**src/rtl/seq_pattern_gen.sv**
```systemverilog
// seq_pattern_gen: serial bit-pattern transmitter.
// Latches a WIDTH-bit pattern on start and shifts it out MSB-first, one bit
// per clk. The frame repeats repeat_count times (0 counts as 1), with GAP idle
// cycles between frames. The cycle that pulses frame_done is the first gap cycle.
// Optional feature macro: SEQGEN_PARITY_EN appends an even-parity bit cycle
// after the LSB of every frame.
module seq_pattern_gen #(
  parameter int WIDTH = 8,
  parameter int GAP   = 2,
  parameter int CNTW  = 8
) (
  input  logic             clk,
  input  logic             reset,
  input  logic             start,
  input  logic [WIDTH-1:0] pattern,
  input  logic [CNTW-1:0]  repeat_count,
  output logic             out,
  output logic             busy,
  output logic             frame_done,
  output logic             done
);

  localparam int BCW = $clog2(WIDTH + 1);
  localparam logic [BCW-1:0] BIT_LAST = BCW'(WIDTH);
  localparam logic [7:0]     GAP_LAST = 8'(GAP);

  typedef enum logic [1:0] {
    S_IDLE,
    S_SHIFT,
    S_PARITY,
    S_GAP
  } state_t;

  state_t           state_q, state_d;
  logic [WIDTH-1:0] pat_q, pat_d;        // latched pattern, reused for every repeat
  logic [WIDTH-1:0] shreg_q, shreg_d;    // bits still to send, MSB next
  logic [BCW-1:0]   bit_cnt_q, bit_cnt_d; // bits already sent in this frame
  logic [7:0]       gap_cnt_q, gap_cnt_d;
  logic [CNTW-1:0]  frames_q, frames_d;   // frames remaining, including the current one
  logic             out_q, out_d;
  logic             busy_q, busy_d;
  logic             frame_done_q, frame_done_d;
  logic             done_q, done_d;
  logic             end_frame;

  // Next-state and next-output computation for the transmitter FSM
  always_comb begin
    state_d      = state_q;
    pat_d        = pat_q;
    shreg_d      = shreg_q;
    bit_cnt_d    = bit_cnt_q;
    gap_cnt_d    = gap_cnt_q;
    frames_d     = frames_q;
    out_d        = 1'b0;
    busy_d       = busy_q;
    frame_done_d = 1'b0;
    done_d       = 1'b0;
    end_frame    = 1'b0;

    case (state_q)
      S_IDLE: begin
        if (start) begin
          pat_d     = pattern;
          frames_d  = (repeat_count == '0) ? CNTW'(1) : repeat_count;
          out_d     = pattern[WIDTH-1];
          shreg_d   = pattern << 1;
          bit_cnt_d = BCW'(1);
          busy_d    = 1'b1;
          state_d   = S_SHIFT;
        end
      end

      S_SHIFT: begin
        if (bit_cnt_q != BIT_LAST) begin
          out_d     = shreg_q[WIDTH-1];
          shreg_d   = shreg_q << 1;
          bit_cnt_d = bit_cnt_q + 1'b1;
        end else begin
`ifdef SEQGEN_PARITY_EN
          out_d   = ^pat_q;
          state_d = S_PARITY;
`else
          end_frame = 1'b1;
`endif
        end
      end

`ifdef SEQGEN_PARITY_EN
      S_PARITY: begin
        end_frame = 1'b1;
      end
`endif

      S_GAP: begin
        // gap_cnt counts gap cycles already shown; the frame_done cycle was number 1
        if (gap_cnt_q == GAP_LAST) begin
          out_d     = pat_q[WIDTH-1];
          shreg_d   = pat_q << 1;
          bit_cnt_d = BCW'(1);
          state_d   = S_SHIFT;
        end else begin
          gap_cnt_d = gap_cnt_q + 8'd1;
        end
      end

      default: state_d = S_IDLE;
    endcase

    if (end_frame) begin
      frame_done_d = 1'b1;
      bit_cnt_d    = '0;
      if (frames_q == CNTW'(1)) begin
        done_d  = 1'b1;
        busy_d  = 1'b0;
        state_d = S_IDLE;
      end else begin
        frames_d  = frames_q - CNTW'(1);
        gap_cnt_d = 8'd1;
        state_d   = S_GAP;
      end
    end
  end

  // State and registered outputs; reset aborts any transfer without pulses
  always_ff @(posedge clk) begin
    if (reset) begin
      state_q      <= S_IDLE;
      pat_q        <= '0;
      shreg_q      <= '0;
      bit_cnt_q    <= '0;
      gap_cnt_q    <= '0;
      frames_q     <= '0;
      out_q        <= 1'b0;
      busy_q       <= 1'b0;
      frame_done_q <= 1'b0;
      done_q       <= 1'b0;
    end else begin
      state_q      <= state_d;
      pat_q        <= pat_d;
      shreg_q      <= shreg_d;
      bit_cnt_q    <= bit_cnt_d;
      gap_cnt_q    <= gap_cnt_d;
      frames_q     <= frames_d;
      out_q        <= out_d;
      busy_q       <= busy_d;
      frame_done_q <= frame_done_d;
      done_q       <= done_d;
    end
  end

  assign out        = out_q;
  assign busy       = busy_q;
  assign frame_done = frame_done_q;
  assign done       = done_q;

endmodule

```
**config.mk**
```make
export PLATFORM = sky130hd
export DESIGN_NAME = seq_pattern_gen
export DESIGN_NICKNAME = d
export VERILOG_FILES = /design/src/rtl/seq_pattern_gen.sv
export SDC_FILE = /design/constraint.sdc
export NUM_CORES = 1
export LEC_CHECK = 0
export BUFFER_PORTS_ARGS = -buffer_cell sky130_fd_sc_hd__buf_2
export CORE_MARGIN = 2
export CORE_UTILIZATION = 25
export CTS_BUF_LIST = sky130_fd_sc_hd__clkbuf_16
export CTS_CLUSTER_DIAMETER = 120
export DETAILED_ROUTE_END_ITERATION = 16
export GPL_ROUTABILITY_DRIVEN = 1
export GPL_TIMING_DRIVEN = 0
export PLACE_DENSITY = 0.45
export SLEW_MARGIN = 15
export SYNTH_ARGS = -nofsm -noshare
export SYNTH_HDL_FRONTEND = slang
export SYNTH_SLANG_ARGS = --single-unit
```
**constraint.sdc**
```tcl
create_clock -name clk -period 4.5 [get_ports clk]
set_clock_uncertainty 0.1 [all_clocks]
set_input_delay 0.225 -clock clk [delete_from_list [all_inputs] [get_ports clk]]
set_output_delay 0.225 -clock clk [all_outputs]
set_load 0.1 [all_outputs]
```
==> metrics.md <==
| Metric | Value |
|---|---|
| Share of flip-flops with an asynchronous set or reset after synthesis | 0% |
| DP Area | 2447 sq um |
| Number of vias per cell after detailed routing | ~5 |
| Die H | 97.86 um |
| Startpoint of the worst register-to-register path | state_q[0] |
| Number of levels the H-tree was split into | 2 |
| Area growth from synthesis to final layout | 18.69% |
| Hold_ws | 0.08366 ns |
| Multiplexer share of the synthesized area | 2.727% |
| Hold EP | pat_q[2] |
| Total Routed Length | 5.786 mm |
| Synth Area in Adders | roughly 5.7% |
| Post-Place Worst Slack | 2.039 ns |
| Register-to-register setup slack | 2.07 ns |
| Filler Cell Count | ~950 |
| Period utilization | a little over half |
| Synthesized netlist net count | 283 |
| Tmin final | 2.426 ns |
| Dominant combinational cell family by area after synthesis | simple AND/OR/NAND/NOR gates |
| Full die area | ~9600 sq um |
| Mean instance size in the synthesized netlist | 8.670 sq um |
| Initial drt markers | 92 |
| Share of final-layout standard cells stronger than drive strength 1 | 15.85% |
| Post-synthesis cell count | about 250 |
| Fin cells | about 400 |
| Count of final hold-check violations | 0 |
| Kind of capture point of the worst setup path | register |
| Lkg Pwr | 0.9809 nW |
| Clock tree from TritonCTS | yes |
| Status | finished clean |
| Post-route antenna net violation count | 0 |
| Number of iterations in the first detailed-routing pass | 4 |
| Fraction of the mapped netlist area in simple logic gates | 25.97% |
| Port-buffer cells | 22 |
| I/O pin cnt | 23 |
| Relative slew margins | 61.30% |
| Synth Register Bits | slightly above 40 |
| Sequential fraction of the synthesis area | between 30% and 40% |
| Layout net count | 312 |
| Number of warnings issued by yosys | 0 |
| Max Root-Sink Buffers | 2 |
| Depth of the most critical reg-to-reg path | 7 |
| Number of enable flip-flop cells after synthesis | 0 |
| Die width | 97.86 um |
| Cell at the root of the clock tree | clkbuf_16 |
| Area of the placeable core | 8636 sq um |
| Instance count after placement with tap cells included | 384 |
| Clock Pin Slew Worst Setup and Hold Paths | about 0.060 ns |
| Max IR drop VDD | roughly 0.14 mV |
| Final setup violation count | 0 |
| Number of instances resized during post-cts repair | 0 |
| Most common cell after layout, fill and taps aside | dfxtp_1 |
| Type of the setup path with the least slack | register to register |
| Clock latency reported for the late side of the worst-skew pair | 0.29 ns |
| Data arrival time of the critical path | between 2 and 3 ns |
| Endpoint of the most critical register-to-register path | out |
| Number of sinks handled by clock tree synthesis | 41 |
| Critical Path Fanout Max | 10 |
| Number of post-CTS setup repair buffers | 0 |
| Wire length of the first global-routing pass | 9.832 mm |
| Number of maximum-capacitance constraint violations | 0 |
| Final setup margin | 2.074 ns |
| Post-synthesis xor/xnor area fraction | 2.784% |
| Number of buffers created by CTS | 5 |
| Weighted congestion reported at the end of routability-driven placement | 0.8031 |
| Detail-routed net length per standard cell | between 10 and 15 um |
| Startpoint of the most critical hold path | pattern[2] |
| Drc violations | 0 |
| Hold buffers post-CTS | 0 |
| Worst Path Required | roughly 4.6 ns |
| Initial core utilization | 25.50% |
| Cell area after layout | 2614 sq um |
| RSZ-0062 raised after global routing | false |
| Pin count of the biggest net entering global routing | 14 |
| ANT cells | 0 |
| Total number of placement rows | 34 |
| Most used DFF post-synth | dfxtp_1 |
| Number of antenna violations at the first check in global routing | 0 |
| Slew at the pin with the worst max-slew slack | between 0.5 and 0.6 ns |
| Overall Global Routing Usage | 12.86% |
| Power per Cell Area | ~450 nW/um^2 |
| Number of global-route vias before repair | approximately 1900 |
| Worst hold path class | input port to register |
| Distinct cells, synth | 50 |
| Placed wire-length estimate | slightly above 4 mm |
| Compound-Gate Fraction of Synth Area | about 22% |
| Worst hold stages | 3 |
| Sort of element at the start of the critical path | register |
| Final slew viol count | 0 |
| Via count | 1975 |
| Sum of negative setup slack | 0 ns |
| Commonest non-fill, non-tap cells in the layout | dfxtp_1, nand2_1, buf_2 |
| Post-Synthesis Cell Area | 2202 sq um |
| Fmax | 412.2 MHz |
| Remaining global-route overflow | 0 |
[worst max path at each step]
stage	startpoint	cells after the start	end
final	state_q[0]	7	out
after global routing	state_q[0]	7	out
after CTS	state_q[0]	7	out
after detailed placement	state_q[0]	7	out
after global placement	state_q[0]	7	out
after floorplan	gap_cnt_q[0]	6	state_q[0]
[critical path, cell delays in order, from the launching register on]
cell	delay, ns
dfxtp_1	0.34
inv_1	0.11
ha_1	0.21
and2_1	0.14
clkbuf_1	0.41
clkbuf_1	0.51
nand2_1	0.20
a311oi_1	0.29
[cell families (layout without fill, tap and decap cells)]
group	after synthesis	in the layout
AND/OR/NAND/NOR	102	102
AO/OA/AOI/OAI	67	67
flip-flops	41	41
buffers and inverters	21	51
adder cells (fa/ha/maj)	10	10
XOR/XNOR	7	7
multiplexers	6	6
[sequential cells by signal (all words and copies together), names as in the netlist]
signal / cells
pat_q: 8
busy: 1
out: 1
bit_cnt_q: 4
done: 1
state_q: 2
shreg_q: 7
gap_cnt_q: 8
frames_q: 8
frame_done: 1
[layout make-up]
| cell class | instances | area, sq um | share of cell area (%) |
|---|---|---|---|
| clock inverters | 3 | 41.29 | 1.580 |
| clock buffers | 5 | 125.1 | 4.787 |
| inverters | 9 | 33.78 | 1.292 |
| well taps | 108 | 135.1 | 5.170 |
| repair buffers | 22 | 110.1 | 4.213 |
| flip-flops and latches | 41 | 820.8 | 31.40 |
| multi-input cells | 192 | 1300 | 49.74 |
| plain buffers | 12 | 47.55 | 1.819 |
[per-stage QoR]
stage	power (W)	utilization, %
finish	0.001174	30.27
floorplan	0.0006891	-
global placement	0.0007742	28.34
global route	0.001253	30.27
CTS	0.001189	30.27
detailed placement	0.0007747	28.34
[per-layer routing]
metal / vias to the layer above / routed length, um / track usage, %
li1: 1007 / - / -
met3: 6 / 309 / 3.651
met1: 920 / 2851 / 18.46
met5: - / 0 / 0
met4: 0 / 80 / 3.953
met2: 42 / 2545 / 18.65
[report_power, final]
part / switching (W) / leakage, nW / total [W] / internal (W)
clock network: 0.000150 / 0.0775 / 0.000409 / 0.000260
registers: 0.0000339 / 0.336 / 0.000441 / 0.000407
logic: 0.000200 / 0.568 / 0.000324 / 0.000123
[Yosys cell counts (all sizes together) (6+ instances only)]
library cell | count | share of area, %
clkbuf | 10 | 1.8
nor3b | 9 | 3.1
ha | 10 | 5.7
nor2 | 15 | 2.6
nand2b | 7 | 2.0
dfxtp | 41 | 37
a21oi | 18 | 4.1
a211oi | 9 | 3.1
o21ai | 6 | 2.0
nand2 | 25 | 4.4
mux2i | 6 | 2.7
nand3 | 10 | 2.3
a31oi | 11 | 3.1
inv | 9 | 1.5
a221oi | 7 | 2.8
nor3 | 9 | 2.6
(Power assumes the default switching activity.)
